File: config.mk
export PLATFORM = sky130hd
export DESIGN_NAME = multi_trigger_capture
export DESIGN_NICKNAME = d
export VERILOG_FILES = /design/src/rtl/multi_trigger_capture.sv
export SDC_FILE = /design/constraint.sdc
export NUM_CORES = 1
export LEC_CHECK = 0
export BUFFER_PORTS_ARGS = -buffer_cell sky130_fd_sc_hd__clkbuf_2
export CORE_MARGIN = 3
export CORE_UTILIZATION = 60
export DETAILED_ROUTE_END_ITERATION = 12
export PLACE_DENSITY = 0.78
export SETUP_SLACK_MARGIN = 0.5
export SLEW_MARGIN = 30
export SYNTH_ARGS = -nofsm -noshare
export SYNTH_HDL_FRONTEND = slang
export SYNTH_SLANG_ARGS = --single-unit
File: constraint.sdc
create_clock -name clk -period 7.8 [get_ports clk]
set_input_delay 0.78 -clock clk [delete_from_list [all_inputs] [get_ports clk]]
set_output_delay 0.78 -clock clk [all_outputs]
set_load 0.02 [all_outputs]
File: src/rtl/multi_trigger_capture.sv
// multi_trigger_capture: multi-channel piezo trigger timestamp capture with serial readout
// Ports:
//   clk          rising-edge clock
//   reset        synchronous active-high reset
//   triggers     asynchronous trigger pins, one per channel
//   enable_mask  channel enables, latched when an arm is accepted
//   arm          arm request (ignored while armed or capturing)
//   data_clk     asynchronous host shift clock for readout
//   data_out     serial frame bit (0 outside DONE)
//   data_ready   a captured frame is waiting to be read
//   timed_out    last frame was closed by the timeout
//   busy         armed or capturing
//   led          active-low capture indicator
module multi_trigger_capture #(
    parameter int CHANNELS    = 6,
    parameter int TIME_W      = 32,
    parameter int TIMEOUT     = 1000000,
    parameter int SYNC_STAGES = 2
) (
    input  logic                clk,
    input  logic                reset,
    input  logic [CHANNELS-1:0] triggers,
    input  logic [CHANNELS-1:0] enable_mask,
    input  logic                arm,
    input  logic                data_clk,
    output logic                data_out,
    output logic                data_ready,
    output logic                timed_out,
    output logic                busy,
    output logic                led
);
    localparam int FRAME_W = CHANNELS * (TIME_W + 1);
    localparam int BIT_W   = $clog2(FRAME_W + 1);

    typedef enum logic [1:0] {IDLE, ARMED, CAPTURE, DONE} state_t;

    state_t state, state_next;
    // Triggers and data_clk share one synchronizer chain; bit CHANNELS is data_clk.
    logic [SYNC_STAGES-1:0][CHANNELS:0] sync_q;
    logic [CHANNELS:0]                  sync_prev, rise;
    logic [CHANNELS-1:0]                mask, valid, valid_next, hit;
    logic [TIME_W-1:0]                  cnt;
    logic [CHANNELS-1:0][TIME_W-1:0]    ts, ts_next;
    logic [FRAME_W-1:0]                 frame, frame_next;
    logic [BIT_W-1:0]                   bit_cnt;
    logic                               arm_ok, all_done, timeout_hit, shift, last_bit;

    always_ff @(posedge clk) begin
        if (reset) begin
            sync_q    <= '0;
            sync_prev <= '0;
        end else begin
            sync_q[0] <= {data_clk, triggers};
            for (int s = 1; s < SYNC_STAGES; s++) sync_q[s] <= sync_q[s-1];
            sync_prev <= sync_q[SYNC_STAGES-1];
        end
    end

    assign rise = sync_q[SYNC_STAGES-1] & ~sync_prev;

    always_comb begin
        hit         = (state == ARMED || state == CAPTURE) ? rise[CHANNELS-1:0] & mask & ~valid : '0;
        valid_next  = valid | hit;
        ts_next     = ts;
        for (int i = 0; i < CHANNELS; i++)
            if (hit[i]) ts_next[i] = (state == ARMED) ? '0 : cnt;
        all_done    = valid_next == mask;
        timeout_hit = cnt == TIME_W'(TIMEOUT);
        arm_ok      = arm && |enable_mask;
        shift       = state == DONE && rise[CHANNELS];
        last_bit    = bit_cnt == BIT_W'(FRAME_W - 1);
        // Frame MSB is shifted out first: valid bits ch0..chN-1, then timestamps ch0 first.
        frame_next  = '0;
        for (int i = 0; i < CHANNELS; i++) begin
            frame_next[FRAME_W-1-i] = valid_next[i];
            frame_next[(CHANNELS-1-i)*TIME_W +: TIME_W] = valid_next[i] ? ts_next[i] : '1;
        end
        state_next  = state;
        case (state)
            IDLE:    state_next = arm_ok ? ARMED : IDLE;
            ARMED:   state_next = |hit ? CAPTURE : ARMED;
            CAPTURE: state_next = (all_done || timeout_hit) ? DONE : CAPTURE;
            DONE:    state_next = arm_ok ? ARMED : (shift && last_bit) ? IDLE : DONE;
            default: state_next = IDLE;
        endcase
        data_out    = state == DONE && frame[FRAME_W-1];
        data_ready  = state == DONE;
        busy        = state == ARMED || state == CAPTURE;
        led         = state != CAPTURE;
    end

    always_ff @(posedge clk) begin
        if (reset) state <= IDLE;
        else       state <= state_next;
    end

    always_ff @(posedge clk) begin
        if (reset) begin
            mask      <= '0;
            valid     <= '0;
            ts        <= '0;
            cnt       <= '0;
            frame     <= '0;
            bit_cnt   <= '0;
            timed_out <= 1'b0;
        end else begin
            if (arm_ok && (state == IDLE || state == DONE)) begin
                mask  <= enable_mask;
                valid <= '0;
            end else begin
                valid <= valid_next;
                ts    <= ts_next;
            end
            // The triggering cycle is offset 0, so the first CAPTURE cycle reads 1.
            cnt <= (state == ARMED) ? TIME_W'(1) :
                   (state == CAPTURE && !(&cnt)) ? cnt + 1'b1 : cnt;
            if (state == CAPTURE && state_next == DONE) begin
                frame     <= frame_next;
                bit_cnt   <= '0;
                timed_out <= !all_done;
            end else if (shift) begin
                frame   <= {frame[FRAME_W-2:0], 1'b0};
                bit_cnt <= bit_cnt + 1'b1;
            end
        end
    end
endmodule

### Word-level counts from Yosys, hierarchy flattened

Index checks and enable logic that the tools add are counted.

| storage, ports and cells | value |
|---|---|
| flip-flop bits (word level) | 466 |
| bits of input ports | 16 |
| output and inout bits | 5 |
| word-level logic and storage cells | 78 |

| cells by class | value |
|---|---|
| add/subtract/negate cells | 2 |
| eq/ne operators | 8 |
| multiplexer cells | 24 |
| bitwise gates (word level) | 6 |
| reductions and logical operators | 21 |

Operators by type and width:

| cell | count |
|---|---|
| 32-bit 2-to-1 mux | 13 |
| 198-bit 2-to-1 mux | 2 |
| 32-bit by 1-bit adder with 32-bit output (second input constant) | 1 |
| 32-bit by 20-bit equality test with 1-bit output (second input constant) | 1 |
| 32-bit AND reduction | 1 |
| 6-bit AND | 2 |
| 6-bit OR reduction | 2 |
| 8-bit by 1-bit adder with 8-bit output (second input constant) | 1 |
| 8-bit equality test (second input constant) | 1 |
| 2-bit one-hot mux with 4 select lines | 1 |
| 7-bit AND | 1 |
| 1-bit logical AND | 7 |
| 7-bit inverter | 1 |
| 2-bit equality test (second input constant) | 3 |
| 6-bit equality test | 1 |
| 2-bit 2-to-1 mux | 3 |
| 6-bit 2-to-1 mux | 1 |
| 6-bit inverter | 1 |
| 6-bit bitwise OR | 1 |
| 2-bit OR reduction | 3 |
| 1-bit 2-to-1 mux | 4 |
| 2-bit nonzero test | 2 |
| 1-bit logical OR | 3 |
| 2-bit by 1-bit equality test with 1-bit output (second input constant) | 1 |
| other kinds (3) | 4 |

### Depth between registers and ports, before layout

| depth | value |
|---|---|
| depth in word-level cells | 13 |
| mapped depth | 11 |
| mapped depth without buffers | 8 |

### Worst setup path before layout

Ideal clock, no wire load.

| path | value |
|---|---|
| path kind | input port to flip-flop |
| start | input port enable_mask[5] |
| end | register frame[100] |
| library setup time | 123 ps |
| arrival | 2794 ps |
| data required time | 7677 ps |
| slack | 4883 ps |
| stages on the path | 8 |
| path buffers | 2 |
| path through | or4_4 -> o31ai_4 -> nand2b_1 -> a32o_1 -> o21ai_4 -> buf_4 -> buf_6 -> mux2_1 |

| between the ends | value |
|---|---|
| longest elaborated chain between the ends | 7 |
| elaborated cells on any way between the ends | 9 |
| classes of those cells | 1 x eq/ne; 4 x mux; 4 x reduce/logical |

RTL lines:

| element | line | text |
|---|---|---|
| from (decl) | 23 | `input logic [CHANNELS-1:0] enable_mask,` |
| 6-bit OR reduction (*) | 69 | `arm_ok = arm && \|enable_mask;` |
| 1-bit logical AND (*) | 69 |  |
| 2-bit 2-to-1 mux or 1-bit 2-to-1 mux (tied branches) | 83, 80 |  |
| 2-bit one-hot mux with 4 select lines (*) | 79 | `case (state)` |
| 2-bit equality test (*) | 117 | `if (state == CAPTURE && state_next == DONE) begin` |
| 1-bit logical AND (*) | 117 |  |
| 198-bit 2-to-1 mux or 2-bit nonzero test (tied branches) | - |  |
| to (signal assigned) | 118 | `frame <= frame_next;` |
| to (signal assigned) | 122 | `frame <= {frame[FRAME_W-2:0], 1'b0};` |
| to (decl) | 44 | `logic [FRAME_W-1:0] frame, frame_next;` |

Mark *: on every way between the ends. The rest lies on a longest branch, timed or not.
A chain may end at the register's enable or synchronous reset.

### Worst setup path in the final report

| path | value |
|---|---|
| start | register state[0] |
| end | register frame[15] |

| between the ends | value |
|---|---|
| longest elaborated chain between the ends | 11 |
| elaborated cells on any way between the ends | 24 |
| classes of those cells | 5 x eq/ne; 10 x mux; 1 x bitwise; 8 x reduce/logical |

RTL lines:

| element | line | text |
|---|---|---|
| from (decl) | 37 | `state_t state, state_next;` |
| from (signal assigned) | 94 | `else state <= state_next;` |
| 2-bit by 1-bit equality test with 1-bit output or 2-bit equality test (tied branches) | - |  |
| 1-bit logical OR | 62 | `hit = (state == ARMED \|\| state == CAPTURE) ? rise[CHANNELS-1:0] & mask & ~valid : '0;` |
| 6-bit 2-to-1 mux | 62 |  |
| 6-bit bitwise OR | 63 | `valid_next = valid \| hit;` |
| 6-bit equality test | 67 | `all_done = valid_next == mask;` |
| 1-bit logical OR | 82 | `CAPTURE: state_next = (all_done \|\| timeout_hit) ? DONE : CAPTURE;` |
| 1-bit 2-to-1 mux | 82 |  |
| 2-bit one-hot mux with 4 select lines | 79 |  |
| 2-bit equality test | 117 |  |
| 1-bit logical AND | 117 |  |
| 198-bit 2-to-1 mux or 2-bit nonzero test (tied branches) | - |  |

Several ways; a longest one is shown, not always the timed one.

==> results.txt <==
Slowest cell on crit path -> sky130_fd_sc_hd__buf_4
final design utilization -> 65.76%
gp weighted congestion -> 0.8401
TritonCTS clock tree -> yes
most common cell after layout, fill and taps aside -> sky130_fd_sc_hd__nand2_1
Die W -> 197.9 um
vias in the first global route -> 18355
final setup fails -> 0
Slew Limit Fails -> 0
total wire length after detailed routing -> 55.77 mm
library cell with the largest summed area after synthesis -> sky130_fd_sc_hd__dfxtp_1
number of synthesized flops with an enable pin -> 0
maximum count of clock buffers along a single path -> 3
total met2 wirelength after detailed routing -> 26.78 mm
top cell family by delay on the critical path -> buffers and inverters
sum of negative setup slack -> 0 ns
total DRC errors in the routed layout -> 0
share of the synthesized area in the top cell type -> 42.21%
met3 wire length -> 3.769 mm
maximum cell stage delay along the critical path -> 0.67 ns
antenna violation net count after detailed routing -> 0
number of port buffers -> 20
via/cell ratio -> 6.051
Pre-antenna DRT Iters -> 5
maximum fanout encountered on the critical timing path -> 130
synth-to-layout area growth -> 6.874%
H-tree levels -> 2
actual slew at the worst max-slew pin -> 1.140 ns
Gate Count Post-Synth -> 2842
run status -> finished, final reports clean
post-CTS resize count -> 0
Hold-fix buffers, CTS -> 0
Final nets -> 2715
Mapped Avg Cell Area -> 7.776 um2
area of the mapped netlist -> 22100 um2
setup repair after global routing missed its margin -> false
Initial Util -> 61.53%
met1 routed wirelength after detailed routing -> 23.82 mm
Critical Path Start Type -> flop
# clock sinks -> 466
critical path start-end classification -> flop to flop
nature of the critical path endpoint -> flop
Final Worst Setup Slack -> 3.504 ns
Congestion Overflow GR -> 0
shortest clock period the worst path allows after layout -> 4.296 ns
Pwr Total -> 0.004818 W
leak pwr -> 7.828 nW
vias -> 19265
maximum number of pins on one net before global-route repair -> 240
worst endpoint data arrival time -> 4.73 ns
fraction of layout instances using a drive strength above 1 -> 6.978%
highest clock rate -> 232.8 MHz
max-capacitance violation count -> 0
worst hold-check path type -> primary input to flop
leading cell types by total area after synthesis -> sky130_fd_sc_hd__dfxtp_1 42%, sky130_fd_sc_hd__nand2_1 14%, sky130_fd_sc_hd__a21oi_1 9.1%
total of flip-flops plus latches after synthesis -> 466
Worst Setup Slack post-DPL -> 3.578 ns
cell chosen for the clock root -> sky130_fd_sc_hd__clkbuf_16
max layer used -> met4
estimated wirelength of the detail-placed design -> 30.99 mm
clock insertion delay at the later pin of the skew report -> 0.56 ns
iteration-0 DRC count of the detailed router -> 1707
number of antenna violations at the first check in global routing -> 0
share of flip-flops with an asynchronous set or reset -> 0%
critical path cell sequence -> inv_1 -> ha_1 -> nand3b_1 -> nor3b_2 -> buf_4 -> nor4_1 -> a32o_1 -> o21ai_4 -> buf_12 -> mux2_2
Avg WL per Cell -> 17.52 um
worst rel slew slack -> 24.00%
fin crit share -> 55.08%
worst hold slack -> 0.4272 ns
commonest register cell after synthesis -> sky130_fd_sc_hd__dfxtp_1
area enclosed by the die boundary -> 39170 um2
Die Ht -> 197.9 um
distinct cell type count of the synthesized netlist -> 48
global-route wire length before repair -> 91.54 mm
total of warnings raised by yosys -> 0
standard-cell row count -> 69
core area -> 35910 um2
Crit path buffers/inverters -> 3
final hold violation count -> 0
All-Layer GR Usage -> 27.78%
worst vdd ir -> 202.0 uV
number of I/O pins -> 21
PwrDens -> 204.0 nW/um2
Data required, critical path -> 8.23 ns
clock-pin slew on the worst setup and hold paths -> 0.06 ns
worst clock skew -> 0.01850 ns
sequential cell area fraction in the yosys report -> 42.21%
Filler cells -> 3004
count of inserted antenna diode cells -> 0
leading cell types in the layout, fill and taps excluded -> 836 x sky130_fd_sc_hd__nand2_1, 465 x sky130_fd_sc_hd__dfxtp_1, 403 x sky130_fd_sc_hd__a21oi_1, 203 x sky130_fd_sc_hd__inv_1, 191 x sky130_fd_sc_hd__a221oi_1
post-CTS setup buffer count -> 0
synthesized net count -> 2866
number of buffers added by the clock tree synthesis step -> 47
-- Yosys cell counts, types with 16 or more instances --
library cell,number
sky130_fd_sc_hd__dfxtp_1,466
sky130_fd_sc_hd__mux2_2,58
sky130_fd_sc_hd__a21oi_1,403
sky130_fd_sc_hd__xor2_1,16
sky130_fd_sc_hd__nand2_1,836
sky130_fd_sc_hd__xnor2_1,17
sky130_fd_sc_hd__nor2_1,62
sky130_fd_sc_hd__buf_1,17
sky130_fd_sc_hd__nand4_1,21
sky130_fd_sc_hd__mux2_1,139
sky130_fd_sc_hd__clkbuf_1,200
sky130_fd_sc_hd__a221oi_1,191
sky130_fd_sc_hd__nor2b_1,53
sky130_fd_sc_hd__nor3_1,19
sky130_fd_sc_hd__inv_1,204
-- layout make-up --
type	count	area [um2]	area share, %
Multi-Input combinational cell	1927	11000	46.58
Timing Repair Buffer	45	391.6	1.658
Tap cell	461	576.8	2.442
Sequential cell	466	9330	39.51
Clock buffer	76	1478	6.257
Inverter	204	765.7	3.242
Clock inverter	5	75.07	0.3179
-- layer usage --
layer  GRT usage (%)  vias to the layer above
li1                -                     9230
met1           36.92                     9295
met2           47.14                      621
met3           3.794                      119
met4           8.807                        0
met5               0                        -
-- cells by family after synthesis --
group                    count (synthesis)  share of synthesized area [%]
buffers and inverters                  449                          8.204
flip-flops                             466                          42.21
AO/OA/AOI/OAI                          621                          17.60
adder cells (fa/ha/maj)                  8                         0.4530
multiplexers                           199                          10.13
XOR/XNOR                                33                          1.308
AND/OR/NAND/NOR                       1066                          20.09
-- metrics by stage --
step | cells | cell area [um2]
after floorplan | 2842 | 22100
after global placement | 3101 | 22000
after detailed placement | 3102 | 22030
after CTS | 3183 | 23580
after global routing | 3184 | 23620
final | 3184 | 23620
-- path summary, 6_finish.rpt --
kind | startpoint | end | slack [ns] | cells past startpoint
worst max register to register | state[0] | frame[15] | 3.50 | 10
worst min-delay path | triggers[5] | sync_q[5] | 0.43 | 2
worst min register to register | sync_q[3] | sync_q[10] | 0.44 | 1
worst max-delay path | state[0] | frame[15] | 3.50 | 10
-- state kept, by name (all words and copies together), names as in the netlist --
signal and flops:
bit_cnt 8, cnt 32, frame 198, mask 6, state 2, sync_prev 7, sync_q 14, timed_out 1
ts 192, valid 6
-- where the power goes --
| part | internal, W | switching, W | total (W) | leakage, nW |
|---|---|---|---|---|
| Combinational | 0.0000454 | 0.000105 | 0.000151 | 3.31 |
| Clock | 0.00135 | 0.000924 | 0.00227 | 0.766 |
| Sequential | 0.00239 | 0.00000517 | 0.00239 | 3.76 |
No activity file was read; power rests on OpenSTA's default activity.
